--- config.mk ---
export PLATFORM = sky130hd
export DESIGN_NAME = irq_encoder_8x3_flat
export DESIGN_NICKNAME = d
export VERILOG_FILES = /design/src/rtl/irq_encoder_8x3_if.sv /design/src/rtl/irq_encoder_8x3.sv /design/src/flat_wrapper.sv
export SDC_FILE = /design/constraint.sdc
export NUM_CORES = 1
export LEC_CHECK = 0
export BUFFER_PORTS_ARGS = -buffer_cell sky130_fd_sc_hd__buf_2
export CORE_MARGIN = 8
export CORE_UTILIZATION = 41
export DETAILED_ROUTE_END_ITERATION = 16
export PLACE_DENSITY = 0.8
export SYNTH_ARGS = -nofsm -noshare
export SYNTH_HDL_FRONTEND = slang
export SYNTH_SLANG_ARGS = --single-unit
--- constraint.sdc ---
create_clock -name clk -period 1.3 [get_ports clk]
set_clock_uncertainty 0.05 [all_clocks]
set_input_delay 0.195 -clock clk [delete_from_list [all_inputs] [get_ports clk]]
set_output_delay 0.195 -clock clk [all_outputs]
set_load 0.1 [all_outputs]
--- src/rtl/irq_encoder_8x3_if.sv ---
`default_nettype none
// ---------------------------------------------------------------------------
// Module   : irq_encoder_8x3_if
// Purpose  : Request/grant bundle between an interrupt source and the encoder.
// Revision : 1.0  initial release
// ---------------------------------------------------------------------------
interface irq_encoder_8x3_if;
  logic [7:0] req;
  logic [7:0] mask;
  logic       ack;
  logic       clr_ovr;
  logic [2:0] code;
  logic       valid;
  logic [7:0] pending;
  logic [7:0] overrun;

  modport master (
    output req, mask, ack, clr_ovr,
    input  code, valid, pending, overrun
  );

  modport slave (
    input  req, mask, ack, clr_ovr,
    output code, valid, pending, overrun
  );
endinterface
`default_nettype wire

--- src/rtl/irq_encoder_8x3.sv ---
`default_nettype none
// ---------------------------------------------------------------------------
// Module   : irq_encoder_8x3
// Purpose  : 8-to-3 interrupt encoder, fixed or rotating priority, with
//            latched pending bits, sticky overrun flags and ack handshake.
// Revision : 1.0  initial release
// ---------------------------------------------------------------------------
module irq_encoder_8x3 #(
  parameter int ROUND_ROBIN = 0
) (
  input  logic              clk,
  input  logic              reset,
  irq_encoder_8x3_if.slave  bus
);

  localparam logic [0:0] S_IDLE  = 1'b0;
  localparam logic [0:0] S_GRANT = 1'b1;

  logic [0:0] r_state;
  logic [2:0] r_code;
  logic [2:0] r_last;
  logic [7:0] r_pending;
  logic [7:0] r_overrun;

  logic       w_accept;
  logic [7:0] w_clear;
  logic [7:0] w_ovr_set;
  logic [7:0] w_cand;
  logic [2:0] w_start;
  logic [2:0] w_idx;
  logic [2:0] w_sel;
  logic       w_found;

  assign w_accept  = (r_state == S_GRANT) && bus.ack;
  // A request arriving on the acked bit keeps it pending.
  assign w_clear   = w_accept ? ((8'b1 << r_code) & ~bus.req) : 8'h00;
  assign w_ovr_set = bus.req & r_pending & ~w_clear;
  assign w_cand    = (r_pending | bus.req) & ~bus.mask;
  assign w_start   = (ROUND_ROBIN != 0) ? (r_last + 3'd1) : 3'd0;

  always_comb begin
    w_sel   = 3'd0;
    w_found = 1'b0;
    w_idx   = 3'd0;
    for (int k = 0; k < 8; k++) begin
      w_idx = w_start + 3'(k);
      if (!w_found && w_cand[w_idx]) begin
        w_sel   = w_idx;
        w_found = 1'b1;
      end
    end
  end

  always_ff @(posedge clk) begin
    if (reset) begin
      r_state   <= S_IDLE;
      r_code    <= 3'd0;
      r_last    <= 3'd7;
      r_pending <= 8'h00;
      r_overrun <= 8'h00;
    end else begin
      r_pending <= (r_pending | bus.req) & ~w_clear;
      r_overrun <= w_ovr_set | (r_overrun & ~{8{bus.clr_ovr}});
      case (r_state)
        S_IDLE: begin
          if (w_found) begin
            r_code  <= w_sel;
            r_state <= S_GRANT;
          end
        end
        S_GRANT: begin
          if (bus.ack) begin
            r_last  <= r_code;
            r_state <= S_IDLE;
          end
        end
        default: r_state <= S_IDLE;
      endcase
    end
  end

  assign bus.code    = r_code;
  assign bus.valid   = (r_state == S_GRANT);
  assign bus.pending = r_pending;
  assign bus.overrun = r_overrun;

endmodule
`default_nettype wire

--- src/flat_wrapper.sv ---
// flat-port wrapper written by rule: the top's interface ports become plain ports
module irq_encoder_8x3_flat 
#(
  parameter int ROUND_ROBIN = 0
)
  (clk, reset, bus_req, bus_mask, bus_ack, bus_clr_ovr, bus_code, bus_valid, bus_pending, bus_overrun);
  irq_encoder_8x3_if bus_i ();
  input  logic clk;
  input  logic reset;
  input wire logic [$bits(bus_i.req)-1:0] bus_req;
  input wire logic [$bits(bus_i.mask)-1:0] bus_mask;
  input wire logic [$bits(bus_i.ack)-1:0] bus_ack;
  input wire logic [$bits(bus_i.clr_ovr)-1:0] bus_clr_ovr;
  output wire logic [$bits(bus_i.code)-1:0] bus_code;
  output wire logic [$bits(bus_i.valid)-1:0] bus_valid;
  output wire logic [$bits(bus_i.pending)-1:0] bus_pending;
  output wire logic [$bits(bus_i.overrun)-1:0] bus_overrun;
  assign bus_i.req = bus_req;
  assign bus_i.mask = bus_mask;
  assign bus_i.ack = bus_ack;
  assign bus_i.clr_ovr = bus_clr_ovr;
  assign bus_code = bus_i.code;
  assign bus_valid = bus_i.valid;
  assign bus_pending = bus_i.pending;
  assign bus_overrun = bus_i.overrun;
  irq_encoder_8x3 #(.ROUND_ROBIN(ROUND_ROBIN)) u_core (.clk(clk), .reset(reset), .bus(bus_i));
endmodule
Word level (Yosys, flattened, before mapping). Cells that the tools add are included.

Logic and storage cells: 53. Bits in read-only memories: 0. Register bits after elaboration: 20. Bits in latches: 0. Input port bits: 20. Bits in writable memories: 0. Memories kept: 0.

Eq/ne operators: 0. $lt $le $gt $ge: 0. Bitwise gates (word level): 13. Shifts and indexed selects: 1. Reduce and logical (&&, ||, !) cells: 16. $mul: 0. Mux-type cells: 19. Divide/modulo/power cells: 0. Add/subtract/negate cells: 0.

Operators with widths (number): $and 8x8->8 (6); $not 8->8 (4); $mux 3 (6); $or 8x8->8 (2); $mux 1 (11); $logic_and 1x1->1 (8); $mux 8 (1); $shl 1x3->8 const A (1); $logic_not 1->1 (7); $pmux 1 s2 (1); $reduce_and 2->1 (1); $not 1->1 (1).

Depth between registers and ports, before layout.
Word-level depth: 26. Depth in mapped cells: 4. Gate-level depth less buffers: 4.

Worst setup path after synthesis. OpenSTA, ideal clock, no wires.

Kind: register to register. From: register u_core.r_state, in the netlist u_core.bus.valid. To: register u_core.r_pending[4], in the netlist u_core.bus.pending[4]. Clock period less this slack: 1957 ps. Buffers on the path: 0. Required time: 1122 ps. Stages on the path, launching flop included: 5. Slack: -657 ps. Data arrival time: 1779 ps. Setup time: 128 ps. Cells stage by stage: dfxtp_1 -> nand3_1 -> or3_1 -> a21oi_1 -> nor2_1.

Word-level cells in the longest chain between the ends: 4.

Ends and longest elaborated chain: start, declared (RTL line irq_encoder_8x3.sv:19) `logic [0:0] r_state;`; start signal, assigned (RTL line irq_encoder_8x3.sv:56) `r_state <= S_IDLE;`; start signal, assigned (RTL line irq_encoder_8x3.sv:68) `r_state <= S_GRANT;`; start signal, assigned (RTL line irq_encoder_8x3.sv:74) `r_state <= S_IDLE;`; $logic_and 1x1->1 (RTL line irq_encoder_8x3.sv:34) `assign w_accept = (r_state == S_GRANT) && bus.ack;`; $mux 8 (RTL line irq_encoder_8x3.sv:36) `assign w_clear = w_accept ? ((8'b1 << r_code) & ~bus.req) : 8'h00;`; $not 8->8 (RTL line irq_encoder_8x3.sv:62) `r_pending <= (r_pending | bus.req) & ~w_clear;`; $and 8x8->8 (RTL line irq_encoder_8x3.sv:62); end signal, assigned (RTL line irq_encoder_8x3.sv:62); end, declared (RTL line irq_encoder_8x3.sv:22) `logic [7:0] r_pending;`.

No other way between the ends. A chain may end at the register's enable or synchronous reset.

Worst setup path in the final report.
From: register u_core.r_pending[1], in the netlist u_core.bus.pending[1]. To: register u_core.r_code[1], in the netlist u_core.bus.code[1].

Word-level cells in the longest chain between the ends: 23. Elaborated cells on any way between the ends: 29. Classes of those cells: 13 x mux; 2 x bitwise; 14 x reduce/logical.

Ends and longest elaborated chain: $or 8x8->8 * (RTL line irq_encoder_8x3.sv:38) `assign w_cand = (r_pending | bus.req) & ~bus.mask;`; $and 8x8->8 * (RTL line irq_encoder_8x3.sv:38); $logic_and 1x1->1 * (RTL line irq_encoder_8x3.sv:47) `if (!w_found && w_cand[w_idx]) begin`; $mux 1 * (RTL line irq_encoder_8x3.sv:47); $logic_not 1->1 (RTL line irq_encoder_8x3.sv:47); $logic_and 1x1->1 (RTL line irq_encoder_8x3.sv:47); $mux 1 (RTL line irq_encoder_8x3.sv:47); $logic_not 1->1 (RTL line irq_encoder_8x3.sv:47); [... 7 more ...]; $mux 1 (RTL line irq_encoder_8x3.sv:47); $logic_not 1->1 (RTL line irq_encoder_8x3.sv:47); $logic_and 1x1->1 (RTL line irq_encoder_8x3.sv:47); $mux 1 (RTL line irq_encoder_8x3.sv:47); $logic_not 1->1 (RTL line irq_encoder_8x3.sv:47); $logic_and 1x1->1 (RTL line irq_encoder_8x3.sv:47); $mux 1 (RTL line irq_encoder_8x3.sv:47); $reduce_and 2->1 (no source line); end signal, assigned (RTL line irq_encoder_8x3.sv:67) `r_code <= w_sel;`; end, declared (RTL line irq_encoder_8x3.sv:20) `logic [2:0] r_code;`.

Every way passes the cells marked *; elsewhere a longest branch is shown, timed or not.

==> summary.md <==
| Metric | Value |
|---|---|
| Status | `finished, violations left` |
| Failing checks | `setup timing` |
| Worst path cell trace | `o21bai_4 > nand4_4 > o31ai_4 > a221oi_2` |
| Worst-case reg-to-reg path depth | `4` |
| LEAKAGE | `0.657 nW` |
| Slowest Stage Delay on Critical Path | `380 ps` |
| Clk buf depth | `2` |
| TritonCTS Buffers | `3` |
| Final Net Count | `164` |
| Setup WS post-layout | `-16.4 ps` |
| Crit path launch type | `flip-flop` |
| Post-synth top area cell | `dfxtp_1` |
| Worst skew pair latency | `310 ps` |
| DP Wirelength | `2250 µm` |
| Post-route DRC | `0` |
| Chip Height | `63.6 µm` |
| Wire length per cell | `16.5 µm` |
| Cell Area, Synth | `927 µm²` |
| Post-Layout Cell Count | `171` |
| Layout cells sized above 1 | `0.517` |
| WP data arrival | `1440 ps` |
| Initial Util | `0.427` |
| TritonCTS clock tree | `done` |
| Register area share after synthesis | `0.432` |
| PwrDens | `1100 nW/µm²` |
| Critical Path RT | `1420 ps` |
| WHS Path Cells | `2` |
| Pins over their slew limit | `0` |
| # Max-Cap Violations | `0` |
| Area of the core | `2170 µm²` |
| FF-to-FF setup slack | `-20 ps` |
| Cell Rows | `17` |
| Initial antenna violation count | `0` |
| Yosys top cell area share | `0.432` |
| Die X | `63.6 µm` |
| Net Count, Synth | `117` |
| DR iter-0 viols | `34` |
| Largest cells by area after synthesis | `dfxtp_1 (43%), o21bai_4 (8.1%), a22oi_1 (6.5%)` |
| Vias in the first global route | `957` |
| Worst hold path class | `input port to flip-flop` |
| Unique masters post-synth | `26` |
| CTS sink count | `20` |
| # IOs | `40` |
| Synth Register Bits | `20` |
| Rel. slew slack | `0.732` |
| Vias per cell | `5.36` |
| Final WL | `2830 µm` |
| Commonest non-fill, non-tap cell in the layout | `buf_12` |
| Root Driver | `clkbuf_4` |
| Clock Pin Slew Worst Setup and Hold Paths | `100 ps` |
| Syn avg cell area | `9.56 µm²` |
| Die ar. | `4040 µm²` |
| Htree depth | `1` |
| Worst setup EP type | `flip-flop` |
| Final Cycle Share | `1.01` |
| Most frequent cells in the layout | `buf_12 (20), buf_2 (19), nor2_1 (11)` |
| IO buf count | `39` |
| Minimum clock period | `1320 ps` |
| Ant diodes | `0` |
| Slowest-stage cell, CP | `dfxtp_4` |
| Vias | `916` |
| P&R area growth vs syn | `71.8%` |
| Worst-Margin Slew | `402 ps` |
| YS warnings | `0` |
| Aggregate global routing overflow | `0` |
| Pin count of the biggest net entering global routing | `21` |
| Inst Count DP | `164` |
| Max Fclk | `0.760 GHz` |
| Final hold vios | `0` |
| Hold endpoint | `u_core.bus.valid` |
| RD Place Congestion | `0.840` |
| RSZ-0062 raised after global routing | `true` |
| Critical path class | `flip-flop to flip-flop` |
| Post-route antenna net violation count | `0` |
| Drt pass-1 iters | `4` |
| Gr usage total | `0.137` |
| CP max FO | `5` |
| DP Worst Slack | `-44.3 ps` |
| Mapped Cells | `97` |
| VDD IR max | `0.910 mV` |
| R2R Path Start | `u_core.bus.pending[1]` |
| Hold wc startpoint | `bus_ack` |
| Worst R2R End | `u_core.bus.code[1]` |
| # setup viols final | `2` |
| First-pass GRT wire length | `4570 µm` |
==> per-stage QoR <==
step / hold WS, ps / cell area (µm²) / setup TNS, ps / util / total power [W]
final: 48.4 / 1590 / -23.7 / 0.734 / 0.00175
after global routing: 46.1 / 1590 / -168 / 0.734 / 0.00183
after CTS: 50.9 / 1560 / -5.49 / 0.721 / 0.00175
after detailed placement: 380 / 1530 / -96.1 / 0.704 / 0.00145
after global placement: 351 / 1530 / 0 / 0.704 / 0.00143
after floorplan: 234 / 988 / -165 / - / 0.00116
==> how the worst max path moves through the flow <==
stage | end | cells past startpoint | start
after floorplan | u_core.bus.pending[4] | 4 | u_core.bus.valid
after global placement | u_core.bus.code[2] | 4 | u_core.bus.pending[6]
after detailed placement | u_core.bus.code[2] | 4 | u_core.bus.pending[6]
after CTS | u_core.bus.code[2] | 4 | u_core.bus.pending[3]
after global routing | u_core.bus.code[0] | 4 | u_core.bus.pending[1]
final | u_core.bus.code[1] | 4 | u_core.bus.pending[1]
==> critical path: cells and delay by family (launching register included) <==
kind,cells,cell delay (ps)
simple gates,1,150
flops,1,380
compound gates,3,600
==> synthesized netlist by cell type <==
| cell type | instances |
|---|---|
| clkbuf_1 | 2 |
| o22a_1 | 1 |
| nor2_1 | 11 |
| o211a_1 | 1 |
| nand3_1 | 2 |
| dfxtp_1 | 20 |
| o21ai_1 | 6 |
| nor4_1 | 1 |
| o21ba_1 | 2 |
| or3_1 | 2 |
| o21bai_1 | 1 |
| a221oi_2 | 2 |
| nand3b_1 | 1 |
| nand4_4 | 1 |
| a211oi_1 | 1 |
| a21oi_1 | 8 |
| a221oi_1 | 1 |
| nand2_1 | 5 |
| inv_2 | 1 |
| a22oi_1 | 8 |
| o21bai_4 | 4 |
| a31o_1 | 1 |
| o21ai_0 | 2 |
| inv_1 | 10 |
| o31ai_4 | 1 |
| o21bai_2 | 2 |
==> registers in the layout, summed over array words and instances (netlist names) <==
| signal | count |
|---|---|
| u_core.bus.pending | 8 |
| u_core.bus.valid | 1 |
| u_core.bus.code | 3 |
| u_core.bus.overrun | 8 |
==> logic make-up after synthesis <==
group / share of synthesized area
DFF: 0.432
buffers and inverters: 0.0526
AOI/OAI and AO/OA: 0.389
and+or+nand+nor: 0.127
==> timing repair <==
item	in CTS	in global routing
setup buffers	1	2
endpoints found under the setup margin	3	4
pin swaps	3	4
hold buffers	0	0
gates resized for setup	1	2
==> routing by layer <==
layer	global-route usage	part of all wire
met5	0	0
met1	0.151	0.40
met2	0.248	0.54
met3	0.0442	0.040
met4	0.0251	0.019
==> layout make-up <==
class                           count  area [µm²]
Tap cell                           28        35.0
Inverter                           11        41.3
Fill cell                         165         577
Clock buffer                        4        26.3
Multi-Input combinational cell     64         517
Timing Repair Buffer               44         533
Sequential cell                    20         440
==> power breakdown <==
group / total, W / internal, W / switching, W / leakage, nW
logic: 0.000727 / 0.000274 / 0.000453 / 0.471
clock network: 0.000299 / 0.000120 / 0.000179 / 0.0150
registers: 0.000724 / 0.000653 / 0.0000707 / 0.172
Note: power is estimated with default switching activity, not from simulation.
